--- src/rtl/memory_pkg.sv ---
// Shared encodings for the Memory1/Memory2 pipeline segments: access kind,
// access length and the Memory1 lookup FSM states.
package memory_pkg;

  typedef enum logic [1:0] {
    MRW_NONE  = 2'b00,
    MRW_READ  = 2'b01,
    MRW_WRITE = 2'b10,
    MRW_RSVD  = 2'b11
  } mem_rw_e;

  typedef enum logic [2:0] {
    LEN_B  = 3'b000,
    LEN_H  = 3'b001,
    LEN_W  = 3'b010,
    LEN_BU = 3'b100,
    LEN_HU = 3'b101
  } num_len_e;

  typedef enum logic [1:0] {
    ST_IDLE   = 2'b00,
    ST_LOOKUP = 2'b01,
    ST_DONE   = 2'b10
  } mem_state_e;

  // The reserved encoding 11 behaves like "no memory access".
  function automatic logic is_mem_op(input logic [1:0] rw);
    return (rw == MRW_READ) || (rw == MRW_WRITE);
  endfunction

endpackage

--- src/rtl/memory1_align_check.sv ---
// Natural-alignment check for a load/store: halfwords need an even address,
// words need a multiple of four, bytes are always aligned.
module memory1_align_check
  import memory_pkg::*;
(
  input  logic [1:0] addr,
  input  logic [2:0] number_length,
  output logic       aligned
);

  // Unused length encodings carry no alignment constraint.
  always_comb begin
    aligned = 1'b1;
    case (number_length)
      LEN_H, LEN_HU: aligned = ~addr[0];
      LEN_W:         aligned = (addr == 2'b00);
      default:       aligned = 1'b1;
    endcase
  end

endmodule

--- src/rtl/memory1.sv ---
// Memory1 pipeline segment: latches the Execute results, checks alignment and
// performs the TLB lookup handshake, stalling upstream while it is in flight.
module memory1
  import memory_pkg::*;
#(
  parameter int ADDR_W = 32,
  parameter int TLB_W  = 64
) (
  input  logic              clk,
  input  logic              rstn,
  input  logic [ADDR_W-1:0] ex_result_RegInput,
  input  logic [ADDR_W-1:0] store_data_RegInput,
  input  logic [4:0]        rd_index_RegInput,
  input  logic [2:0]        number_length_RegInput,
  input  logic [1:0]        memory_rw_RegInput,
  input  logic              writeback_valid_RegInput,
  input  logic              writeback_src_RegInput,
  input  logic              stall_RegInput,
  input  logic              clear_RegInput,
  output logic [ADDR_W-1:0] ex_result,
  output logic [ADDR_W-1:0] store_data,
  output logic [4:0]        rd_index,
  output logic [2:0]        number_length,
  output logic [1:0]        memory_rw,
  output logic              writeback_valid,
  output logic              writeback_src,
  output logic              clear,
  output logic              tlb_req,
  output logic [ADDR_W-1:0] v_addr,
  input  logic              tlb_ready,
  input  logic              tlb_hit,
  input  logic [TLB_W-1:0]  tlb_read,
  output logic              mem2_tlb_hit,
  output logic [TLB_W-1:0]  mem2_tlb_read,
  output logic              stall_req,
  output logic              ale,
  output logic              tlb_refill
);

  mem_state_e state, state_next;
  logic       aligned;
  logic       mem_op_in;
  logic       misaligned;
  logic       do_capture;
  logic       do_latch;
  logic [1:0] memory_rw_q;
  logic       writeback_valid_q;

  memory1_align_check u_align (
    .addr          (ex_result_RegInput[1:0]),
    .number_length (number_length_RegInput),
    .aligned       (aligned)
  );

  assign mem_op_in  = is_mem_op(memory_rw_RegInput);
  assign misaligned = mem_op_in & ~aligned;

  always_ff @(posedge clk or negedge rstn) begin
    if (!rstn) state <= ST_IDLE;
    else       state <= state_next;
  end

  // Clear wins over everything; a lookup in flight ignores the hazard stall,
  // IDLE and DONE both behave as "ready to accept the next instruction".
  always_comb begin
    state_next = state;
    do_capture = 1'b0;
    do_latch   = 1'b0;
    tlb_req    = 1'b0;
    stall_req  = 1'b0;
    if (clear_RegInput) begin
      state_next = ST_IDLE;
    end else begin
      case (state)
        ST_LOOKUP: begin
          if (tlb_ready) begin
            do_latch   = 1'b1;
            state_next = ST_DONE;
          end
        end
        default: begin
          if (!stall_RegInput) begin
            do_capture = 1'b1;
            state_next = (mem_op_in && aligned) ? ST_LOOKUP : ST_IDLE;
          end
        end
      endcase
    end
    if (state == ST_LOOKUP) begin
      tlb_req   = 1'b1;
      stall_req = 1'b1;
    end
  end

  always_ff @(posedge clk or negedge rstn) begin
    if (!rstn) begin
      ex_result         <= '0;
      store_data        <= '0;
      rd_index          <= '0;
      number_length     <= '0;
      memory_rw_q       <= '0;
      writeback_valid_q <= 1'b0;
      writeback_src     <= 1'b0;
      clear             <= 1'b0;
      ale               <= 1'b0;
      tlb_refill        <= 1'b0;
      mem2_tlb_hit      <= 1'b0;
      mem2_tlb_read     <= '0;
    end else begin
      clear <= clear_RegInput;
      if (clear_RegInput) begin
        memory_rw_q       <= MRW_NONE;
        writeback_valid_q <= 1'b0;
        ale               <= 1'b0;
        tlb_refill        <= 1'b0;
      end else if (do_latch) begin
        mem2_tlb_hit  <= tlb_hit;
        mem2_tlb_read <= tlb_read;
        // A miss turns the access into a bubble and raises the refill exception.
        if (!tlb_hit) begin
          tlb_refill        <= 1'b1;
          memory_rw_q       <= MRW_NONE;
          writeback_valid_q <= 1'b0;
        end
      end else if (do_capture) begin
        ex_result         <= ex_result_RegInput;
        store_data        <= store_data_RegInput;
        rd_index          <= rd_index_RegInput;
        number_length     <= number_length_RegInput;
        writeback_src     <= writeback_src_RegInput;
        memory_rw_q       <= misaligned ? MRW_NONE : memory_rw_RegInput;
        writeback_valid_q <= misaligned ? 1'b0 : writeback_valid_RegInput;
        ale               <= misaligned;
        tlb_refill        <= 1'b0;
        mem2_tlb_hit      <= 1'b0;
      end
    end
  end

  // Memory2 sees a bubble for as long as the lookup is outstanding.
  assign memory_rw       = (state == ST_LOOKUP) ? MRW_NONE : memory_rw_q;
  assign writeback_valid = (state == ST_LOOKUP) ? 1'b0 : writeback_valid_q;
  assign v_addr          = ex_result;

endmodule

--- config.mk ---
export PLATFORM = sky130hd
export DESIGN_NAME = memory1
export DESIGN_NICKNAME = d
export VERILOG_FILES = /design/src/rtl/memory_pkg.sv /design/src/rtl/memory1_align_check.sv /design/src/rtl/memory1.sv
export SDC_FILE = /design/constraint.sdc
export NUM_CORES = 1
export LEC_CHECK = 0
export CAP_MARGIN = 20
export CORE_ASPECT_RATIO = 1.75
export CORE_MARGIN = 10
export CORE_UTILIZATION = 35
export DETAILED_ROUTE_END_ITERATION = 10
export PLACE_DENSITY = 0.77
export SLEW_MARGIN = 5
export SYNTH_ARGS = -nofsm -noshare
export SYNTH_HDL_FRONTEND = slang
export SYNTH_HIERARCHICAL = 1
export SYNTH_SLANG_ARGS = --single-unit
--- constraint.sdc ---
create_clock -name clk -period 1.5 [get_ports clk]
set_clock_uncertainty 0.15 [all_clocks]
set_input_delay 0.15 -clock clk [delete_from_list [all_inputs] [get_ports clk]]
set_output_delay 0.15 -clock clk [all_outputs]
set_load 0.005 [all_outputs]
# ---- Yosys cells after proc, flatten, opt, wreduce, memory -nomap -nowiden
# Cells that the tools add are included.
dict set report classes {
  magnitude_cmp 0
  shift 0
  n_bitwise 5
  n_mux 33
  addsub 0
  n_mul 0
  eq_ne 10
  n_reduce_logical 13
  n_div 0
}
# operator n
set ops {}
lappend ops {{1-bit two-way mux} 22}
lappend ops {{2-bit two-way mux} 10}
lappend ops {{2-bit AND reduction} 5}
lappend ops {{3-bit != test (second input constant)} 2}
lappend ops {{2-bit by 1-bit == test with 1-bit output (second input constant)} 2}
lappend ops {{1-bit NOT} 4}
lappend ops {{2-bit nonzero test} 2}
lappend ops {{3-bit by 1-bit == test with 1-bit output (second input constant)} 1}
lappend ops {{3-bit by 2-bit == test with 1-bit output (second input constant)} 1}
lappend ops {{3-bit == test (second input constant)} 1}
lappend ops {{3-bit by 1-bit != test with 1-bit output (second input constant)} 1}
lappend ops {{3-bit AND reduction} 1}
lappend ops {{3-bit nonzero test} 1}
lappend ops {{2-bit == test (second input constant)} 1}
lappend ops {{2-bit logical NOT} 1}
lappend ops {{2-bit != test (second input constant)} 1}
lappend ops {{1-bit one-hot mux with 2 select lines} 1}
lappend ops {{2-bit OR reduction} 1}
lappend ops {{1-bit bitwise AND} 1}
lappend ops {{1-bit logical AND} 1}
lappend ops {{1-bit logical OR} 1}
dict set report word_totals {
  romBits 0
  in_bits 146
  mem_bits_rw 0
  latch_bits 0
  word_cells 74
  n_memories 0
  reg_bits 146
}

# ---- Longest topological paths before layout
# Gate-level depths: netlist (run 1).
dict set report depth {
  depth_word 9
  ltp_mapped 6
}

# ---- Cells and area by module
# Netlist (run 1), hierarchy kept.
# mod area_each_um2 cells_each seq_area_each_um2 n_inst
set modules_own_cells {}
lappend modules_own_cells {memory1 5759.3 360 3653.5 1}
lappend modules_own_cells {memory1_align_check 26.3 4 0.0 1}

# ---- Least setup slack after synthesis (run 1)
# No wires, ideal clock.
dict set report synth_timing {
  path_type {register -> register}
  start {reg state[1]}
  end {reg mem2_tlb_read[55]}
  slack_ns -0.197
  path_stages_with_launch 5
  arrival_time_ns 1.422
  period_less_slack_ns 1.697
  path_buffers 2
  setup_ns 0.125
  required_ns 1.225
  path_cell_list {dfrtp_1 > and4bb_1 > buf_2 > buf_4 > mux2_2}
}
dict set report synth_between {
  elab_chain_cells 4
}
# element line_no
set synth_lines {}
lappend synth_lines {{start: declaration} memory1.sv:40} ;# mem_state_e state, state_next;
lappend synth_lines {{start signal: assignment} memory1.sv:60} ;# else state <= state_next;
lappend synth_lines {{2-bit by 1-bit == test with 1-bit output} memory1.sv:74} ;# case (state)
lappend synth_lines {{1-bit two-way mux} memory1.sv:74}
lappend synth_lines {{1-bit two-way mux} memory1.sv:71} ;# if (clear_RegInput) begin
lappend synth_lines {{2-bit AND reduction (no source line)} -}
lappend synth_lines {{end signal: assignment} memory1.sv:118} ;# mem2_tlb_read <= tlb_read;
lappend synth_lines {{end: declaration} memory1.sv:34} ;# output logic [TLB_W-1:0] mem2_tlb_read,
# Every way passes these cells.
# A chain may end at the register's enable or synchronous reset.

# ---- Worst setup path after layout (run 1)
dict set report layout_timing {
  start {reg state[1]}
  end {reg mem2_tlb_read[18]}
}
# The elaborated chain is that of the path after synthesis.

==> run metrics, run 1 <==
Worst path max stage delay=0.39 ns; clk root buf=clkbuf_16; Sink Count=146; crit path buf inv count=3; GR Overflow Total=0; GRT Util Overall=0.183; CTS Buf Count=17; Syn Nets=510; largest fanout on the critical path=9; First-pass DRT Iterations=4; Antenna Cells=0; peak supply drop=1030 uV; Post-synth ARST share=1.00; Mapped Area=0.00579 sq mm; Final Setup Violations=148; fin. max-slew vios=0; Gate Count Post-Synth=364; Reg clk slew, reported paths=0.06 ns; DP HPWL=15700 um; final hold vios=0; worst setup path startpoint=state[1]; post-synth top area cell=dfrtp_1; initial antenna violation count=0; final worst path period share=1.18; synth warn=6; run status=finished, violations left; Die Ht=190 um; P&R area growth vs syn=82.1%; die area=0.0223 sq mm; H-tree depth=4; Slew @ Worst Pin=0.318 ns; max layer used=met4; most common cell in the netlist=dfrtp_1; Post-synth top cells=146 x dfrtp_1, 122 x mux2_2, 35 x buf_4; Core Region=0.0164 sq mm; Routed Antenna Nets=0; Initial DRC Count=141; DR vias=4453; Initial Util=0.353; number of enable flip-flop cells after synthesis=0; CP delay by family, top=buffers and inverters; metal2 WL=11900 um; M1 WL=7280 um; Worst-Skew Late Latency=0.40 ns; worst-path cell chain=buf_6, and4bb_4, buf_12, buf_12, mux2_2; Worst Setup End Kind=register; share of layout cells above drive strength 1=0.333; placed cells=897; vias in the first global route=5131; CP Class=register to register; Pwr per Cell Area=1370 mW/mm^2; Rows=62; gpl congestion=0.792; port bufs=323; RSZ-0062 raised after global routing=true; Die W=117 um; TritonCTS clock tree=built; CP max stage cell=dfrtp_1; DP Worst Slack=-0.474 ns; Syn Area/Cell=15.9 sq um; Fin Hold WS=0.0485 ns; final net count=868; largest net degree at the start of global routing=35; Worst Path Required=1.63 ns; final core utilization=0.643; #FFs+latches synth=146; I/O Pins=324; Max Fclk=565 MHz; Distinct cells, synth=29; Clock Path Buffers=2; Most used DFF post-synth=dfrtp_1; critical path arrival=1.90 ns; worst r2r src=state[1]; Critical Path Start Type=register; Fin Setup TNS=-29.32 ns; # Max-Cap Violations=0; Slew headroom=0.787; Worst path most repeated cell=buf_12; DR WL met3=1860 um; failing checks=setup timing; Post-route DRC=0; sequential element share of the synthesized area=0.631; ranking of synthesized cells by area=dfrtp_1 63%, mux2_2 24%, buf_4 4.5%; top cell type's share of synthesized area=0.631; Setup WS post-layout=-0.271 ns; wire length per cell=22.4 um; drt total wl=21500 um; non-filler cells in the finished layout=959; HP Class=input pin to async pin; global-route wire length before repair=30700 um; vias per inst=4.64; crit path time final=1.77 ns; Leak=4.95 nW
## layout by cell type, fill, tap and decap left out, drive strengths merged, types with 3 or more instances in the layout
cell and instances:
clkbuf 25, mux2 137, bufinv 4, dfrtp 146, and2 3, inv 7, clkdlybuf4s15 7, dlygate4sd2 165
clkdlybuf4s50 144, buf 65, a32o 4, clkinv 5
## per-stage QoR
stage,instance area (sq um),power [W]
6_report,10500,0.0144
5_1_grt,10500,0.0151
4_1_cts,10200,0.0143
3_5_place_dp,9420,0.0104
3_3_place_gp,9420,0.0102
2_1_floorplan,5930,0.00710
## final timing paths
kind / end / slack [ns] / cells after the start
max in group asynchronous: store_data[25] / 0.62 / 3
setup / recovery: mem2_tlb_read[18] / -0.27 / 5
min in group clk: store_data[7] / 0.19 / 2
hold / removal: mem2_tlb_read[38] / 0.05 / 2
setup reg to reg: mem2_tlb_read[18] / -0.27 / 5
hold reg to reg: store_data[0] / 0.33 / 1
## kinds of logic after synthesis
logic type,Yosys count,share of synthesized area
AOI/OAI and AO/OA,12,0.0169
xor gates and xnor gates,1,0.00151
buffers and inverters,53,0.0642
DFF,146,0.631
muxes,137,0.267
and+or+nand+nor,15,0.0192
## power by group
| group | switching [W] | internal [W] | leakage (nW) | total [W] |
|---|---|---|---|---|
| combinational | 0.00146 | 0.00290 | 2.89 | 0.00436 |
| clock | 0.00168 | 0.00280 | 0.299 | 0.00448 |
| sequential | 0.000595 | 0.00497 | 1.76 | 0.00556 |
| total | 0.00374 | 0.0107 | 4.95 | 0.0144 |
## per-layer routing
metal,GRT usage,vias to the layer above
met3,0.0703,26
met5,0,-
met4,0.0573,0
met1,0.179,2252
li1,-,1964
met2,0.338,211
## area by class of cell
class | instances | area [sq um]
Tap cell | 224 | 280
Sequential cell | 146 | 3650
Inverter | 5 | 21.3
Fill cell | 1236 | 5840
Clock buffer | 20 | 437
Timing Repair Buffer | 387 | 3790
Clock inverter | 12 | 181
Multi-Input combinational cell | 165 | 2170
## timing repair
item	4_1_cts	5_1_grt
endpoints found under the setup margin	320	157
hold buffers	1	0
resized for setup	244	62
buffers inserted	19	7
hold endpoints to repair	146	0
pin swaps	7	4
gates cloned	3	5
## flip-flops by register name (all words and copies together) (netlist names)
name / count
ale: 1
state: 2
writeback_valid_q: 1
rd_index: 5
ex_result: 32
memory_rw_q: 2
writeback_src: 1
clear: 1
mem2_tlb_read: 64
number_length: 3
mem2_tlb_hit: 1
store_data: 32
tlb_refill: 1
No activity file was read; power rests on OpenSTA's default activity.
==> inputs of run 2 (changes only) <==
--- a/config.mk
+++ b/config.mk
@@ -16,3 +16,4 @@
 export SYNTH_HDL_FRONTEND = slang
 export SYNTH_HIERARCHICAL = 1
 export SYNTH_SLANG_ARGS = --single-unit
+export TNS_END_PERCENT = 5
==> run 2 against run 1 <==
The run still ends with setup timing left. Worst setup slack better by 0.0081 ns. Wire length shrank 9.0%. Critical path depth is 1 lower. Critical endpoint is now mem2_tlb_read[55]. Highest routed layer unchanged.
==> run metrics, run 2 (synthesis gave the netlist of run 1 again) <==
Worst Setup End Kind=register; commonest non-fill, non-tap cell in the layout=dlygate4sd2_1; Clock Path Buffers=2; worst setup path startpoint=state[1]; DP Area=0.00921 sq mm; register area=0.00365 sq mm; share of layout cells above drive strength 1=0.285; gpl congestion=0.747; HP Class=input pin to async pin; Fin Hold WS=0.0272 ns; Fin Setup TNS=-30.45 ns; Die W=117 um; final net count=838; Post-route DRC=0; GRT Util Overall=0.171; run status=finished, violations left; Worst-Skew Late Latency=0.42 ns; failing checks=setup timing; Final Setup Violations=148; critical path arrival=1.90 ns; port bufs=323; largest register by flop count=mem2_tlb_read; biggest regs=mem2_tlb_read x64, ex_result x32, store_data x32; CP Class=register to register; Worst Path Required=1.64 ns; TritonCTS clock tree=built; final worst path period share=1.18; worst-path cell chain=buf_6, and4bb_4, buf_16, mux2_2; Rows=62; Power Total=0.0140 W; I/O Pins=324; P&R area growth vs syn=71.8%; vias per inst=4.58; Initial DRC Count=84; Sink Count=146; DR vias=4258; initial antenna violation count=0; CP delay by family, top=simple AND/OR/NAND/NOR gates; First-pass DRT Iterations=4; H-tree depth=4; global-route wire length before repair=28600 um; CTS Buf Count=17; CP max stage cell=and4bb_4; reg2reg end=mem2_tlb_read[55]; # Max-Cap Violations=0; Max Fclk=567 MHz; crit path time final=1.76 ns; placed cells=888; most frequent cells in the layout=173 x dlygate4sd2_1, 146 x dfrtp_1, 144 x clkdlybuf4s50_1; Core Region=0.0164 sq mm; crit path to=mem2_tlb_read[55]; Initial Util=0.353; fin. max-slew vios=0; Leak=4.60 nW; Antenna Cells=0; Setup WS post-layout=-0.263 ns; largest net degree at the start of global routing=52; Worst path max stage delay=0.40 ns; wire length per cell=21.0 um; FF-to-FF setup slack=-0.26 ns; Reg clk slew, reported paths=0.06 ns; RSZ-0062 raised after global routing=true; die area=0.0223 sq mm; max reg flops=64; Multi-input gate area=0.00190 sq mm; final hold vios=0; fillers=1295; Slew @ Worst Pin=0.298 ns; Stages on worst setup path=4; drt total wl=19500 um; Critical Path Start Type=register; Pwr per Cell Area=1400 mW/mm^2; worst r2r src=state[1]; clk root buf=clkbuf_16; R2R cell count=4; vias in the first global route=4906; DP HPWL=14900 um; non-filler cells in the finished layout=929; peak supply drop=873 uV; Die Ht=190 um; largest fanout on the critical path=24; Finished Cell Area=0.00994 sq mm; crit path buf inv count=2; Routed Antenna Nets=0; GR Overflow Total=0; Slew headroom=0.801
[run 2: changes by cell type in the layout (fill, tap and decap cells not counted), moves of 3 or more]
cell             delta
buf_16              +3
dlygate4sd2_1       +8
clkbuf_16           -3
mux2_1             +10
buf_4              -17
clkdlybuf4s15_1     -7
buf_6               -4
buf_12              -9
mux2_4             -60
mux2_2             +50
[run 2: layout make-up]
class | count | area share
Inverter | 5 | 0.00214
Multi-Input combinational cell | 165 | 0.191
Tap cell | 224 | 0.0282
Timing Repair Buffer | 357 | 0.346
Clock inverter | 13 | 0.0210
Clock buffer | 19 | 0.0435
Sequential cell | 146 | 0.367
[run 2: how the worst min path moves through the flow]
stage / from / end / slack [ns] / cells after the start
after floorplan: rstn / ale / -0.30 / 0
after global placement: rstn / mem2_tlb_read[19] / -0.11 / 1
after detailed placement: rstn / mem2_tlb_read[34] / -0.11 / 1
after CTS: rstn / mem2_tlb_read[34] / 0.02 / 2
after global routing: rstn / mem2_tlb_read[20] / 0.05 / 2
final: rstn / mem2_tlb_read[34] / 0.03 / 2
[run 2: layer usage]
layer | GRT usage | up-vias | share of wire
met1 | 0.161 | 2114 | 0.32
li1 | - | 1906 | -
met5 | 0 | - | 0
met3 | 0.0719 | 28 | 0.10
met2 | 0.312 | 210 | 0.55
met4 | 0.0664 | 0 | 0.022
[run 2: power by group]
group,internal (W),switching (W),total (W)
clock network,0.00296,0.00166,0.00462
registers,0.00496,0.000550,0.00551
logic,0.00247,0.00135,0.00383
total,0.0104,0.00356,0.0140
[run 2: per-stage QoR]
step | util | worst slack, ns
3_3_place_gp | 0.563 | -0.464
4_1_cts | 0.602 | -0.280
5_1_grt | 0.607 | -0.301
3_5_place_dp | 0.563 | -0.522
6_report | 0.607 | -0.263
2_1_floorplan | - | -0.150
[run 2: what timing repair did]
action	in CTS	in global routing
gates resized for setup	230	17
hold buffers	1	0
setup endpoints to repair	321	148
buffers inserted	5	0
gates cloned	2	1
pin swaps	5	0
hold endpoints to repair	146	0
